[src/rtl/jogo_pkg.sv]
// Shared definitions for the memory-game control: state codes and default play timeout.
package jogo_pkg;

  localparam int TIMEOUT_PADRAO = 5000;

  typedef enum logic [3:0] {
    INICIAL        = 4'h0,
    PREPARACAO     = 4'h1,
    INICIA_RODADA  = 4'h2,
    ESPERA_JOGADA  = 4'h3,
    REGISTRA       = 4'h4,
    COMPARACAO     = 4'h5,
    PROXIMA_JOGADA = 4'h6,
    PROXIMA_RODADA = 4'h8,
    FIM_ACERTO     = 4'hA,
    FIM_TIMEOUT    = 4'hD,
    FIM_ERRO       = 4'hE
  } estado_t;

  // Shown on db_estado for one cycle when the state register holds an unused code.
  localparam logic [3:0] ST_INVALIDO = 4'hF;

endpackage

[src/rtl/contador_timeout.sv]
// Per-play wait timer: counts while enabled, cleared synchronously, flags the last allowed cycle.
module contador_timeout
  import jogo_pkg::*;
#(
  parameter int TIMEOUT = TIMEOUT_PADRAO,
  parameter int TW      = 13
) (
  input  logic clock,
  input  logic reset,
  input  logic conta,
  input  logic zera,
  output logic fim
);

  logic [TW-1:0] cont_q, cont_d;

  // Next count: clear has priority; no wrap is needed since the FSM leaves on fim.
  always_comb begin
    cont_d = cont_q;
    if (zera) begin
      cont_d = '0;
    end else if (conta) begin
      cont_d = cont_q + {{(TW-1){1'b0}}, 1'b1};
    end else begin
      cont_d = cont_q;
    end
  end

  // Count register with synchronous active-low reset.
  always_ff @(posedge clock) begin
    if (!reset) begin
      cont_q <= '0;
    end else begin
      cont_q <= cont_d;
    end
  end

  assign fim = (cont_q == TW'(TIMEOUT - 1));

endmodule

[src/rtl/controle_rodadas.sv]
// Moore control unit for the progressive memory game: round k replays ROM entries 0..k,
// each play bounded by a wait timer.
module controle_rodadas
  import jogo_pkg::*;
#(
  parameter int TIMEOUT = TIMEOUT_PADRAO,
  parameter int TW      = 13
) (
  input  logic       clock,
  input  logic       reset,
  input  logic       iniciar,
  input  logic       jogada,
  input  logic       igual,
  input  logic       enderecoIgualRodada,
  input  logic       fimRodada,
  output logic       zeraE,
  output logic       contaE,
  output logic       zeraRod,
  output logic       contaRod,
  output logic       zeraJ,
  output logic       registraJ,
  output logic       acertou,
  output logic       errou,
  output logic       timeout,
  output logic       pronto,
  output logic [3:0] db_estado
);

  estado_t estado_q, estado_d;
  logic    em_espera_s;
  logic    zera_timer_s;
  logic    fim_timer_s;

  // Timer only runs in espera_jogada, so each play starts with a fresh budget.
  assign em_espera_s  = (estado_q == ESPERA_JOGADA);
  assign zera_timer_s = ~em_espera_s;

  contador_timeout #(
    .TIMEOUT (TIMEOUT),
    .TW      (TW)
  ) u_timer (
    .clock (clock),
    .reset (reset),
    .conta (em_espera_s),
    .zera  (zera_timer_s),
    .fim   (fim_timer_s)
  );

  // State register with synchronous active-low reset.
  always_ff @(posedge clock) begin
    if (!reset) begin
      estado_q <= INICIAL;
    end else begin
      estado_q <= estado_d;
    end
  end

  // Next-state and Moore output decode from the state register alone.
  always_comb begin
    estado_d  = estado_q;
    db_estado = estado_q;
    zeraE     = 1'b0;
    contaE    = 1'b0;
    zeraRod   = 1'b0;
    contaRod  = 1'b0;
    zeraJ     = 1'b0;
    registraJ = 1'b0;
    acertou   = 1'b0;
    errou     = 1'b0;
    timeout   = 1'b0;
    pronto    = 1'b0;
    case (estado_q)
      INICIAL: begin
        zeraE   = 1'b1;
        zeraRod = 1'b1;
        zeraJ   = 1'b1;
        estado_d = iniciar ? PREPARACAO : INICIAL;
      end
      PREPARACAO: begin
        zeraE    = 1'b1;
        zeraRod  = 1'b1;
        zeraJ    = 1'b1;
        estado_d = INICIA_RODADA;
      end
      INICIA_RODADA: begin
        zeraE    = 1'b1;
        estado_d = ESPERA_JOGADA;
      end
      ESPERA_JOGADA: begin
        // A play arriving on the expiry cycle still counts.
        if (jogada) begin
          estado_d = REGISTRA;
        end else if (fim_timer_s) begin
          estado_d = FIM_TIMEOUT;
        end else begin
          estado_d = ESPERA_JOGADA;
        end
      end
      REGISTRA: begin
        registraJ = 1'b1;
        estado_d  = COMPARACAO;
      end
      COMPARACAO: begin
        if (!igual) begin
          estado_d = FIM_ERRO;
        end else if (!enderecoIgualRodada) begin
          estado_d = PROXIMA_JOGADA;
        end else if (fimRodada) begin
          estado_d = FIM_ACERTO;
        end else begin
          estado_d = PROXIMA_RODADA;
        end
      end
      PROXIMA_JOGADA: begin
        contaE   = 1'b1;
        estado_d = ESPERA_JOGADA;
      end
      PROXIMA_RODADA: begin
        contaRod = 1'b1;
        zeraJ    = 1'b1;
        estado_d = INICIA_RODADA;
      end
      FIM_ACERTO: begin
        acertou  = 1'b1;
        pronto   = 1'b1;
        estado_d = iniciar ? PREPARACAO : FIM_ACERTO;
      end
      FIM_ERRO: begin
        errou    = 1'b1;
        pronto   = 1'b1;
        estado_d = iniciar ? PREPARACAO : FIM_ERRO;
      end
      FIM_TIMEOUT: begin
        timeout  = 1'b1;
        errou    = 1'b1;
        pronto   = 1'b1;
        estado_d = iniciar ? PREPARACAO : FIM_TIMEOUT;
      end
      default: begin
        db_estado = ST_INVALIDO;
        estado_d  = INICIAL;
      end
    endcase
  end

endmodule

[config.mk]
export PLATFORM = sky130hd
export DESIGN_NAME = controle_rodadas
export DESIGN_NICKNAME = d
export VERILOG_FILES = /design/src/rtl/jogo_pkg.sv /design/src/rtl/contador_timeout.sv /design/src/rtl/controle_rodadas.sv
export SDC_FILE = /design/constraint.sdc
export NUM_CORES = 1
export LEC_CHECK = 0
export CORE_MARGIN = 2
export CORE_UTILIZATION = 50
export CTS_BUF_LIST = sky130_fd_sc_hd__clkbuf_16
export CTS_CLUSTER_DIAMETER = 50
export DETAILED_ROUTE_END_ITERATION = 10
export PLACE_DENSITY_LB_ADDON = 0.08
export SLEW_MARGIN = 20
export SYNTH_ARGS = -nofsm -noshare
export SYNTH_HDL_FRONTEND = slang
export SYNTH_HIERARCHICAL = 1
export SYNTH_SLANG_ARGS = --single-unit
[constraint.sdc]
create_clock -name clock -period 1.9 [get_ports clock]
set_input_delay 0.38 -clock clock [delete_from_list [all_inputs] [get_ports clock]]
set_output_delay 0.38 -clock clock [all_outputs]
set_load 0.02 [all_outputs]
# Word level (Yosys, flattened, before mapping)
# Cells that the tools add are included.
# totals
reg_bits	17
# op_classes
n_eq_ne	11
muxes	21
add_sub_neg	1
reduce_logical	10
# ops
operator	n
$pmux W4 S9	1
$mux W4	8
$eq A4 B4 Y1 const B	4
$add A13 B1 Y13 const B	1
$eq A13 B13 Y1 const B	1
$eq A4 B3 Y1 const B	3
$mux W1	11
$reduce_or A11 Y1	1
$reduce_or A3 Y1	3
$eq A4 B2 Y1 const B	2
$reduce_or A2 Y1	4
$eq A4 B1 Y1 const B	1
$logic_not A4 Y1	1
$mux W2	1
$reduce_and A2 Y1	1

# Depth between registers and ports, before layout
# Gate-level depths: netlist of run 1.
# logic_depth
depth_word	4
mapped_depth	6
depth_no_buf	6

# Hierarchy
# The synthesis of run 1 kept the hierarchy.
# modules_own_cells
mod	n_inst	cells_per_inst	area_each_um2
contador_timeout	1	71	631.9
controle_rodadas	1	62	437.9

# Least setup slack after synthesis of run 1
# No wires, ideal clock.
# synth_path
path_type	reg-to-output
start	register estado_q[1]
end	output zeraJ
arrival_ns	1.323
slack_ns	0.197
t_required_ns	1.520
path_stages_with_launch	4
path_cell_list	dfxtp_1 -> buf_2 -> nor3_1 -> or2_1
# synth_between
elab_chain_len	3
# synth_rtl
item	line_no	rtl
start: declaration	controle_rodadas.sv:29	estado_t estado_q, estado_d;
start signal: assignment	controle_rodadas.sv:54	estado_q <= estado_d;
$eq A4 B4 Y1, or another cell as far along	controle_rodadas.sv:72	case (estado_q)
$reduce_or A3 Y1 (no line) *	--	
$mux W1 *	controle_rodadas.sv:72	
end: declaration	controle_rodadas.sv:20	output logic zeraJ,
# Every way passes the cells marked *; elsewhere a longest branch is shown, timed or not.

# Worst setup path after layout of run 1
# layout_path
start	register estado_q[1]
end	output pronto
# layout_between
elab_chain_len	3
# layout_rtl
item	line_no	rtl
$eq A4 B4 Y1	controle_rodadas.sv:72	
$reduce_or A3 Y1 (no line) *	--	
$mux W1 *	controle_rodadas.sv:72	
end: declaration	controle_rodadas.sv:25	output logic pronto,
# Marked as above.

==> results of run 1 <==
-- per-layer routing --
metal  up-vias  GRT usage  part of all wire
met4         0     0.0972             0.016
met5         -          0                 0
li1        545          -                 -
met3         5     0.0357             0.069
met1       508      0.280              0.43
met2        42      0.412              0.48
-- cell usage after synthesis (3+ instances only) --
master    count
buf_2         3
nor4_1        3
nand2_1       6
mux2i_1       3
or4_1         5
xnor2_1       3
a211o_1       3
nand3_1       5
a21oi_1       8
inv_1         6
o21ai_0       4
dfxtp_1      17
nand4_1       3
o31ai_1       4
a31oi_1       5
nand2b_1      8
nor2_1       12
-- worst max path at each step --
stage	from	endpoint	slack (ns)	cells past startpoint
finish	estado_q[1]	pronto	0.07	4
global route	estado_q[1]	u_timer/cont_q[12]	-0.06	5
CTS	estado_q[3]	db_estado[2]	0.01	3
detailed placement	estado_q[2]	zeraJ	0.03	4
global placement	estado_q[3]	acertou	0.07	4
floorplan	estado_q[1]	zeraJ	0.20	3
-- logic make-up after synthesis --
kind of cell | Yosys count | synth area share
AND/OR/NAND/NOR | 60 | 0.335
flip-flops | 17 | 0.318
buffers and inverters | 14 | 0.0666
multiplexers | 3 | 0.0281
XOR/XNOR | 5 | 0.0409
adder cells (fa/ha/maj) | 1 | 0.0117
AO/OA/AOI/OAI | 33 | 0.200
-- timing repair --
item | CTS | global route
endpoints found under the setup margin | 14 | 7
pin swaps | 0 | 0
resized for setup | 16 | 2
-- registers in the layout (all words and copies together) (netlist names) --
signal          count
estado_q            4
u_timer/cont_q     13
-- stage by stage --
| step | hold WS, ns | instances | setup TNS, ns | util | worst slack, ns |
|---|---|---|---|---|---|
| 6_report | 0.491 | 188 | 0 | 0.712 | 0.0695 |
| 5_1_grt | 0.513 | 188 | -0.170 | 0.712 | -0.0571 |
| 4_1_cts | 0.497 | 188 | 0 | 0.710 | 0.0132 |
| 3_5_place_dp | 0.489 | 184 | 0 | 0.677 | 0.0270 |
| 3_3_place_gp | 0.475 | 184 | 0 | 0.677 | 0.0680 |
| 2_1_floorplan | 0.443 | 133 | 0 | - | 0.197 |
-- critical path, cell delays in order (launching register included) --
cell and delay (ns):
dfxtp_1 0.34, buf_4 0.18, nand3b_1 0.19, a21oi_1 0.17, clkdlybuf4s15_1 0.32
-- power breakdown --
part | leakage (uW) | internal, uW | switching (uW)
clock network | 0.0000423 | 279 | 130
logic | 0.000352 | 71.5 | 87.5
registers | 0.000139 | 365 | 10.3
total | 0.000533 | 715 | 228
-- final cells by class --
class                   count  area [um2]  area share
multi-input cells         102         658       0.466
flip-flops and latches     17         344       0.244
repair buffers             31         270       0.191
clock buffers               3        75.1      0.0532
well taps                  27        33.8      0.0239
inverters                   7        26.3      0.0186
clock inverters             1        3.75     0.00266
==> impl_metrics.tcl, run 1 <==
set metrics [dict create \
    fillCellCount 166 \
    reg2reg_from "estado_q[1]" \
    post_route_cells_drive_above_1_share 0.137 \
    syn-cell-area_um2 1070 \
    portBuffers 20 \
    grt_pass1_vias 1036 \
    yosysSeqAreaShare 0.318 \
    synth-seq-cells 17 \
    post_cts_buffers 0 \
    arrival_ns 1.45 \
    antenna_found_initial 0 \
    drc 0 \
    rrSetupSlack_ns 0.07 \
    p_total_uw 943 \
    whs_endpoint "u_timer/cont_q[12]" \
    place_congestion 0.817 \
    finalInstanceArea_um2 1410 \
    ir_worst_vdd_mv 0.655 \
    row_count 16 \
    max_freq_ghz 0.546 \
    grtUsageTotal 0.234 \
    hpwl_mm 1.93 \
    grt_max_degree 12 \
    start_util 0.540 \
    grt_pass1_wl_mm 4.55 \
    finalSetupViolCount 0 \
    power.density_nw_per_um2 668 \
    overflow 0 \
    nNetsFinal 170 \
    worst_slew_pin_slew_ns 0.445 \
    hold_class "flip-flop to flip-flop" \
    yosys.area.top_type "dfxtp_1" \
    synth_top_flop_cell "dfxtp_1" \
    fin_crit_sh 0.963 \
    start_kind "flip-flop" \
    synth_nets 141 \
    clock_latency_ns 0.25 \
    diodes 0 \
    worstPathRequired_ns 1.52 \
    leakage_uw 0.000533 \
    clk_pin_slew_ns 0.05 \
    ant_nets 0 \
    reg2regPathDepth 5 \
    num_io_pins 21 \
    drv_slew 0 \
    vias 1100 \
    netlist.area_leader.share 0.318 \
    avgViaCountPerCell 5.85 \
    wl_per_cell_um 14.2 \
    syn_to_final_growth_pct 31.9 \
    r2r_end "u_timer/cont_q[11]" \
    layout_commonest_cell "dfxtp_1" \
    final_cell_mix "14 x dfxtp_1, 12 x nor2_1, 12 x dlygate4sd2_1" \
    drt-initial-drc-count 21 \
    htreeDepth 1 \
    syn_area_per_cell_um2 8.04 \
    crit_path_end_kind "output pin" \
    synth_area_leaders "dfxtp_1 32%, nand2b_1 4.7%, nor2_1 4.2%, a21oi_1 3.7%, or4_1 3.5%" \
    status "finished, final reports clean" \
    wl_mm 2.67 \
    cts_sinks 17 \
    drv_cap 0 \
    numCtsBuffers 3 \
    root_buffer "clkbuf_16" \
    hold_buffers 0 \
    cts_tree "yes" \
    placedInstanceArea_um2 1340 \
    cts_max_path_buffers 2 \
    min_period_ns 1.83 \
    dr.pass1.iters 4 \
    ys_async_sr_fraction 0 \
    coreArea_um2 1980 \
    netlist_instances 133 \
    die_w_um 50.3 \
    dieArea_um2 2530 \
    relSlewSlack 0.703 \
    yosysWarnings 6 \
    hold_viol 0 \
    hold_start "u_timer/cont_q[12]" \
    rsz0062_at_grt "yes" \
    synthDistinctLibCells 42 \
    cp_max_fo 11 \
    die_h_um 50.3 \
    synth_edf_count 0 \
    clock_skew_ns 0.00230 \
    holdPathStages 2 \
    path_class "flip-flop to output pin" \
]
No activity file was read; power rests on OpenSTA's default activity.
==> run 2, diff against run 1 <==
--- a/config.mk
+++ b/config.mk
@@ -5,6 +5,7 @@
 export SDC_FILE = /design/constraint.sdc
 export NUM_CORES = 1
 export LEC_CHECK = 0
+export CAP_MARGIN = 0
 export CORE_MARGIN = 2
 export CORE_UTILIZATION = 50
 export CTS_BUF_LIST = sky130_fd_sc_hd__clkbuf_16
==> results of run 2 <==
Same layout as run 1: the final DEF is identical, and so are final timing and power.
==> run 3, diff against run 2 <==
--- a/config.mk
+++ b/config.mk
@@ -5,6 +5,7 @@
 export SDC_FILE = /design/constraint.sdc
 export NUM_CORES = 1
 export LEC_CHECK = 0
+export ABC_AREA = 0
 export CAP_MARGIN = 0
 export CORE_MARGIN = 2
 export CORE_UTILIZATION = 50
@@ -12,7 +13,6 @@
 export CTS_CLUSTER_DIAMETER = 50
 export DETAILED_ROUTE_END_ITERATION = 10
 export PLACE_DENSITY_LB_ADDON = 0.08
-export SLEW_MARGIN = 20
 export SYNTH_ARGS = -nofsm -noshare
 export SYNTH_HDL_FRONTEND = slang
 export SYNTH_HIERARCHICAL = 1
==> results of run 3 <==
Same layout as run 1: the final DEF is identical, and so are final timing and power.
